File: config.mk
export PLATFORM = sky130hd
export DESIGN_NAME = mem_stage
export DESIGN_NICKNAME = d
export VERILOG_FILES = /design/src/rtl/mem_stage_pkg.sv /design/src/rtl/mem_stage_align.sv /design/src/rtl/mem_stage.sv
export SDC_FILE = /design/constraint.sdc
export NUM_CORES = 1
export LEC_CHECK = 0
export BUFFER_PORTS_ARGS = -buffer_cell sky130_fd_sc_hd__buf_2
export CAP_MARGIN = 20
export CELL_PAD_IN_SITES_DETAIL_PLACEMENT = 0
export CELL_PAD_IN_SITES_GLOBAL_PLACEMENT = 1
export CORE_UTILIZATION = 38
export DETAILED_ROUTE_END_ITERATION = 10
export HOLD_SLACK_MARGIN = 0.08
export PLACE_DENSITY_LB_ADDON = 0.1
export SYNTH_ARGS = -nofsm -noshare
export SYNTH_HDL_FRONTEND = slang
export SYNTH_SLANG_ARGS = --single-unit
File: constraint.sdc
create_clock -name clk_in -period 5.15 [get_ports clk_in]
set_clock_uncertainty 0.1 [all_clocks]
set_input_delay 1.03 -clock clk_in [delete_from_list [all_inputs] [get_ports clk_in]]
set_output_delay 1.03 -clock clk_in [all_outputs]
set_load 0.005 [all_outputs]
File: src/rtl/mem_stage_pkg.sv
// Shared core types for the memory stage: instruction records, memory
// function codes, the stage FSM encoding and the writeback record.
package ProcTypes;

  typedef enum logic [3:0] {
    OP, OPIMM, LUI, AUIPC, BRANCH, JAL, JALR, LOAD, STORE, UNSUPPORTED
  } IType;

  typedef enum logic [2:0] {
    LW, LH, LHU, LB, LBU, SW, SH, SB
  } MemFunc;

  typedef struct packed {
    IType        iType;
    MemFunc      memFunc;
    logic [4:0]  dst;
    logic [31:0] data;
    logic [31:0] addr;
    logic [31:0] nextPc;
  } ExecInst;

  typedef enum logic [1:0] {
    IDLE, REQ, RESP, WB
  } MemStageState;

  typedef struct packed {
    logic [4:0]  dst;
    logic [31:0] data;
    logic        we;
  } WbInst;

  // Instruction classes that never update the register file.
  function automatic logic writesReg(IType t);
    return !(t inside {STORE, BRANCH, UNSUPPORTED});
  endfunction

endpackage

File: src/rtl/mem_stage_align.sv
// Byte-lane logic for data memory: store strobes and lane replication,
// load extraction with sign/zero extension, and misalignment detection.
module mem_align
  import ProcTypes::*;
(
  input  MemFunc      memFunc,
  input  logic [1:0]  addrLow,
  input  logic [31:0] storeData,
  input  logic [31:0] respData,
  output logic [3:0]  wstrb,
  output logic [31:0] wdata,
  output logic [31:0] loadData,
  output logic        misaligned
);

  logic [31:0] shifted;

  always_comb begin
    shifted    = respData >> {addrLow, 3'b000};
    wstrb      = 4'b0000;
    wdata      = storeData;
    loadData   = shifted;
    misaligned = 1'b0;
    unique case (memFunc)
      LW: misaligned = (addrLow != 2'b00);
      LH: begin
        misaligned = addrLow[0];
        loadData   = {{16{shifted[15]}}, shifted[15:0]};
      end
      LHU: begin
        misaligned = addrLow[0];
        loadData   = {16'h0000, shifted[15:0]};
      end
      LB:  loadData = {{24{shifted[7]}}, shifted[7:0]};
      LBU: loadData = {24'h000000, shifted[7:0]};
      SW: begin
        misaligned = (addrLow != 2'b00);
        wstrb      = 4'b1111;
      end
      SH: begin
        misaligned = addrLow[0];
        wstrb      = 4'b0011 << addrLow;
        wdata      = {2{storeData[15:0]}};
      end
      SB: begin
        wstrb = 4'b0001 << addrLow;
        wdata = {4{storeData[7:0]}};
      end
      default: ;
    endcase
  end

endmodule

File: src/rtl/mem_stage.sv
// Memory-access stage: holds one instruction, runs its load/store against
// data memory, then offers a single writeback record.
module mem_stage
  import ProcTypes::*;
(
  input  logic        clk_in,
  input  logic        rst_in,
  input  logic        e_valid_in,
  output logic        e_ready_out,
  input  ExecInst     e_inst_in,
  output logic        dmem_req_valid_out,
  input  logic        dmem_req_ready_in,
  output logic [31:0] dmem_req_addr_out,
  output logic [31:0] dmem_req_wdata_out,
  output logic [3:0]  dmem_req_wstrb_out,
  input  logic        dmem_resp_valid_in,
  input  logic [31:0] dmem_resp_data_in,
  output logic        wb_valid_out,
  input  logic        wb_ready_in,
  output logic [4:0]  wb_dst_out,
  output logic [31:0] wb_data_out,
  output logic        wb_we_out,
  output logic        misaligned_out
);

  MemStageState stateReg, stateNext;
  ExecInst      instReg, instNext;
  WbInst        wbReg, wbNext;
  logic         misReg, misNext;
  logic         readyReg;

  ExecInst      curInst;
  logic [3:0]   alignWstrb;
  logic [31:0]  alignWdata, alignLoad;
  logic         alignMis, memAccess, misAccess, accept, inReq, inWb;
  logic         unusedCur;

  // The lane logic looks at the incoming instruction while idle so the
  // misalignment decision is made in the accept cycle.
  assign curInst   = (stateReg == IDLE) ? e_inst_in : instReg;
  assign unusedCur = ^{curInst.dst, curInst.addr[31:2], curInst.nextPc};

  mem_align uAlign (
    .memFunc   (curInst.memFunc),
    .addrLow   (curInst.addr[1:0]),
    .storeData (curInst.data),
    .respData  (dmem_resp_data_in),
    .wstrb     (alignWstrb),
    .wdata     (alignWdata),
    .loadData  (alignLoad),
    .misaligned(alignMis)
  );

  assign memAccess = (curInst.iType == LOAD) || (curInst.iType == STORE);
  assign misAccess = memAccess && alignMis;
  assign accept    = e_valid_in && e_ready_out;
  assign inReq     = (stateReg == REQ);
  assign inWb      = (stateReg == WB);

  always_ff @(posedge clk_in or posedge rst_in) begin
    if (rst_in) begin
      stateReg <= IDLE;
      instReg  <= '0;
      wbReg    <= '0;
      misReg   <= 1'b0;
      readyReg <= 1'b0;
    end else begin
      stateReg <= stateNext;
      instReg  <= instNext;
      wbReg    <= wbNext;
      misReg   <= misNext;
      readyReg <= 1'b1;
    end
  end

  always_comb begin
    stateNext = stateReg;
    instNext  = instReg;
    wbNext    = wbReg;
    misNext   = 1'b0;
    unique case (stateReg)
      IDLE: begin
        if (accept) begin
          instNext = e_inst_in;
          if (memAccess && !alignMis) begin
            stateNext = REQ;
          end else begin
            stateNext = WB;
            misNext   = misAccess;
            wbNext    = '{dst:  e_inst_in.dst,
                          data: misAccess ? 32'h0 : e_inst_in.data,
                          we:   !misAccess && writesReg(e_inst_in.iType)
                                && (e_inst_in.dst != 5'd0)};
          end
        end
      end
      REQ: begin
        if (dmem_req_ready_in) begin
          if (instReg.iType == LOAD) begin
            stateNext = RESP;
          end else begin
            stateNext = WB;
            wbNext    = '{dst: instReg.dst, data: 32'h0, we: 1'b0};
          end
        end
      end
      RESP: begin
        if (dmem_resp_valid_in) begin
          stateNext = WB;
          wbNext    = '{dst: instReg.dst, data: alignLoad, we: instReg.dst != 5'd0};
        end
      end
      WB: begin
        if (wb_ready_in) stateNext = IDLE;
      end
      default: stateNext = IDLE;
    endcase
  end

  assign e_ready_out        = (stateReg == IDLE) && readyReg;
  assign dmem_req_valid_out = inReq;
  assign dmem_req_addr_out  = inReq ? {instReg.addr[31:2], 2'b00} : 32'h0;
  assign dmem_req_wdata_out = inReq ? alignWdata : 32'h0;
  assign dmem_req_wstrb_out = inReq ? alignWstrb : 4'b0000;
  assign wb_valid_out       = inWb;
  assign wb_dst_out         = inWb ? wbReg.dst : 5'd0;
  assign wb_data_out        = inWb ? wbReg.data : 32'h0;
  assign wb_we_out          = inWb && wbReg.we;
  assign misaligned_out     = misReg;

endmodule

After elaboration in Yosys (flattened, before gate mapping)
Index checks and enable logic that the tools add are counted.
W data, S select, Z words.
{ "word_totals": {"reg_bits": 150, "wordCells": 87} }
{ "op_classes": {"n_eq_ne": 22, "shift": 3, "mux": 27, "reduce_logical": 23} }
{ "op_table": {"columns": ["cell", "count"], "rows": [
  ["$mux W38", 5],
  ["$mux W32", 4],
  ["$pmux W32 S4", 1],
  ["$pmux W38 S3", 1],
  ["$mux W108", 1],
  ["$pmux W32 S2", 1],
  ["$shr A32 B5 Y32", 1],
  ["$eq A3 B3 Y1 const B", 4],
  ["$eq A4 B3 Y1 const B", 3],
  ["$eq A4 B4 Y1 const B", 3],
  ["$ne A2 B2 Y1 const B", 6],
  ["$pmux W4 S3", 1],
  ["$mux W2", 5],
  ["$reduce_bool A5 Y1", 2],
  ["$pmux W2 S4", 1],
  ["$logic_and A1 B1 Y1", 7],
  ["$eq A3 B2 Y1 const B", 2],
  ["$reduce_and A6 Y1", 1],
  ["$reduce_bool A3 Y1", 2],
  ["$mux W5", 1],
  ["$eq A2 B2 Y1 const B", 2],
  ["$mux W1", 4],
  ["$mux W4", 1],
  ["$reduce_and A4 Y1", 1],
  ["13 further kinds", 15]
]} }

Longest topological paths before layout
{ "logic_depth": {"ltp_word": 12, "ltp_mapped": 12} }

Hierarchy
A second synthesis with hierarchy kept.
{ "hier_totals": {"hier_cells": 741, "area_unflattened_um2": 7671.1} }
{ "modules_own_cells": {"columns": ["mod", "instances", "cells_each", "area_each_um2", "seq_area_each_um2"], "rows": [
  ["mem_stage", 1, 547, 6188.4, 2952.8],
  ["mem_align", 1, 194, 1482.7, 0.0]
]} }

Worst setup path before layout
No wires, ideal clock.
{ "synth_timing": {"path_type": "reg2out", "from": "register stateReg[0]", "to": "output dmem_req_wdata_out[28]", "arrival_ns": 2.278, "required_ns": 4.020, "setup_slack_ns": 1.742, "stages_incl_launch_ff": 12, "cell_sequence": "dfrtp_1 -> inv_1 -> ha_1 -> buf_6 -> buf_6 -> buf_6 -> buf_6 -> buf_2 -> buf_2 -> mux2i_1 -> mux2i_1 -> o211a_1"} }
{ "synth_between": {"elab_chain_cells": 5, "elab_cells_between_ends": 7, "cone_classes": "eq/ne: 3; mux: 3; reduce/logical: 1"} }
{ "synth_lines": {"columns": ["item", "line", "text"], "rows": [
  ["from (decl)", "mem_stage.sv:26", "MemStageState stateReg, stateNext;"],
  ["from (signal assigned)", "mem_stage.sv:68", "stateReg <= stateNext;"],
  ["$logic_not A2 Y1", "mem_stage.sv:40", "assign curInst = (stateReg == IDLE) ? e_inst_in : instReg;"],
  ["$mux W108", "mem_stage.sv:40", null],
  ["$eq A3 B3 Y1", "mem_stage_align.sv:24", "unique case (memFunc)"],
  ["$pmux W32 S2", "mem_stage_align.sv:24", null],
  ["$mux W32 (*)", "mem_stage.sv:123", "assign dmem_req_wdata_out = inReq ? alignWdata : 32'h0;"],
  ["to (decl)", "mem_stage.sv:14", "output logic [31:0] dmem_req_wdata_out,"]
]} }
Every way passes the cells marked *; elsewhere a longest branch is shown, timed or not.

Worst setup path in the final report
{ "layout_timing": {"from": "register stateReg[0]", "to": "output dmem_req_wdata_out[12]"} }
Same word-level chain as after synthesis.

==> summary.md <==
| Metric | Value |
|---|---|
| Critical Path AT | `3.14 ns` |
| Count leader, synth | `dfrtp_1` |
| Die area | `19490 um^2` |
| CTS tree | `yes` |
| Starting Density | `39.39%` |
| Total CTS buffers | `17` |
| Peak VDD IR | `between 0.2 and 0.3 mV` |
| CTS root buffer | `clkbuf_16` |
| Area delta synth->final | `25.47%` |
| Hold Vio Cnt, Final | `0` |
| Post-route DRC violation count | `0` |
| First-pass DRT Iterations | `5` |
| Clk pin slew, worst setup/hold paths | `roughly 0.060 ns` |
| Gpl congestion | `0.8169` |
| Hold Buf Count CTS | `0` |
| CP Capture Type | `output pin` |
| Post-synth top area share | `about two fifths` |
| Routed Antenna Nets | `0` |
| Synth warn | `0` |
| Worst-Margin Slew | `1.046 ns` |
| Share of the yosys chip area belonging to registers | `41.03%` |
| Share of layout cells above drive strength 1 | `38.53%` |
| Synth top area cells | `dfrtp_1 (41%), mux2_2 (12%), mux2i_1 (8.6%)` |
| Diode count | `0` |
| Total grt overflow | `0` |
| Post-CTS Setup Bufs | `0` |
| Layout Nets | `1092` |
| Synth unique cells | `55` |
| DRT Wirelength | `23250 um` |
| Pre-CTS setup slack | `roughly 1.3 ns` |
| Placed Instances | `1152` |
| Final period util | `about 83%` |
| Drt via density | `roughly 5.2` |
| Worst hold slack | `0.3821 ns` |
| Final setup margin | `roughly 0.88 ns` |
| GRT Total Usage | `24.37%` |
| Layout Utilization | `just under 50%` |
| Synth Area in XOR/XNOR | `0%` |
| Top cell type by total area after synthesis | `dfrtp_1` |
| Clock sinks | `118` |
| Synth Area in Compound Gates | `13.87%` |
| DR WL/cell | `around 20 um` |
| Final Critical Period | `roughly 4.3 ns` |
| Worst Hold Class | `reg2reg` |
| Largest net degree at the start of global routing | `79` |
| Cell Count, Final, Fillers Out | `approximately 1200` |
| Core Box Area | `18270 um^2` |
| Syn Area/Cell | `approximately 9.7 um^2` |
| Post-synth ARST share | `100.0%` |
| CTS max path bufs | `2` |
| Critical Path Source Type | `register` |
| Max Cap Viol | `0` |
| Yosys reg bits | `118` |
| Post-cts gate resize count | `0` |
| Max Freq | `~0.23 GHz` |
| Num rows | `49` |
| Via count | `6212` |
| Simple-Gate Fraction of Synth Area | `19.07%` |
| H-tree Lvls | `4` |
| Power Density | `~700 nW/um^2` |
| Global-route wire length before repair | `~36000 um` |
| Worst Setup Path Type | `reg2out` |
| Die H | `139.6 um` |
| Mapped Cells | `around 740` |
| Top FF cell, synth | `dfrtp_1` |
| Final setup vio count | `0` |
| Die extent in x | `139.6 um` |
| Initial antenna violation count | `0` |
| RSZ-0062 raised after global routing | `no` |
| I/O Pins | `256` |
| Max_slew headroom | `just over 30%` |
| Skew-Pair Late Insertion Delay | `0.42 ns` |
| Vias in the first global route | `roughly 6500` |
| Post-route setup TNS | `0 ns` |
| Leak pwr | `approximately 0.0045 uW` |
| Multiplexer share of the synthesized area | `a little over a fifth` |
| Maximum fanout along the worst path | `42` |
| DRT iter0 DRCs | `352` |
| Top cells by count, synth | `dfrtp_1 (118), nand2_1 (93), mux2_2 (77)` |
| Max-slew violation count | `0` |
| Post-synth EDFFs | `0` |
| Outcome | `completed` |
| IO buf count | `221` |
| Adder-cell share of the synthesized area | `0.6954%` |
| Largest family of logic cells by synthesized area | `multiplexers` |
| Post-synthesis cell area | `7197 um^2` |
| HPWL Detailed | `16730 um` |
| Worst EP required | `approximately 4.0 ns` |
[layout make-up]
type	instances	area, um^2
fillers	1772	9240
multi-input cells	564	3973
flip-flops and latches	118	2953
repair buffers	233	1196
clock buffers	18	439.2
well taps	229	286.5
clock inverters	14	150.1
inverters	8	32.53
[registers in the layout, indices dropped and copies added (netlist names)]
name and flops:
wbReg 38, readyReg 1, misaligned_out 1, instReg 76, stateReg 2
[logic make-up (layout without fill, tap and decap cells)]
kind of cell,count (synthesis),count (layout)
other,2,3
muxes,141,141
AOI/OAI and AO/OA,144,144
DFF,118,118
and+or+nand+nor,272,272
buffers and inverters,62,273
adders and majority gates,4,4
[layer usage]
layer	track usage (%)	up-vias	part of all wire [%]
met5	0	-	0
li1	-	2989	-
met4	5.205	0	0.67
met1	32.97	3028	47
met3	6.091	10	6.1
met2	39.38	185	46
[report_power, final]
part | internal, uW | switching [uW]
sequential | 1410 | 256
combinational | 1500 | 1980
clock | 728 | 465
total | 3640 | 2700
[critical path, stage by stage (launching register included)]
cell     delay [ns]
dfrtp_1        0.44
inv_1          0.16
ha_4           0.52
mux2_2         0.34
nand2_1        0.07
buf_4          0.22
nor2_1         0.51
nand2_1        0.12
and3_1         0.19
buf_2          0.12
[per-stage QoR]
step,total power (uW),cell area (um^2)
floorplan,4100,7201
global placement,5086,8441
detailed placement,5153,8441
CTS,6373,9030
global route,6848,9030
finish,6337,9030
[path summary, 6_finish.rpt]
| check | startpoint | end | slack, ns | depth (start not counted) |
|---|---|---|---|---|
| worst max-delay path | stateReg[0] | dmem_req_wdata_out[12] | 0.88 | 9 |
| worst min-delay path | wbReg[36] | wbReg[36] | 0.38 | 2 |
| worst max register to register | stateReg[0] | wbReg[21] | 1.59 | 9 |
| worst min register to register | wbReg[36] | wbReg[36] | 0.38 | 2 |
| max in group asynchronous | rst_in | instReg[91] | 3.38 | 3 |
| min in group asynchronous | rst_in | instReg[61] | 0.51 | 2 |
[layout by cell type, fill, tap and decap left out, drive strengths merged, types with 2 or more instances in the layout]
master    netlist  routed
a211oi          2       2
a21oi          64      64
a22oi          18      18
a31oi           3       3
a32oi           8       8
and2           72      72
and3           17      17
buf            24     233
bufinv          0       2
clkbuf         30      18
clkinv          0       6
clkinvlp        0       3
conb            2       3
dfrtp         118     118
ha              4       4
inv             8      11
mux2           79      79
mux2i          62      62
nand2          93      93
nand2b          8       8
nand3           4       4
nor2           44      44
nor2b          20      20
nor3            6       6
nor4            2       2
o211a           9       9
o211ai          2       2
o21a            2       2
o21ai          24      24
o21bai          2       2
o221ai          3       3
o32ai           2       2
or4             2       2
Note: power is estimated with default switching activity, not from simulation.
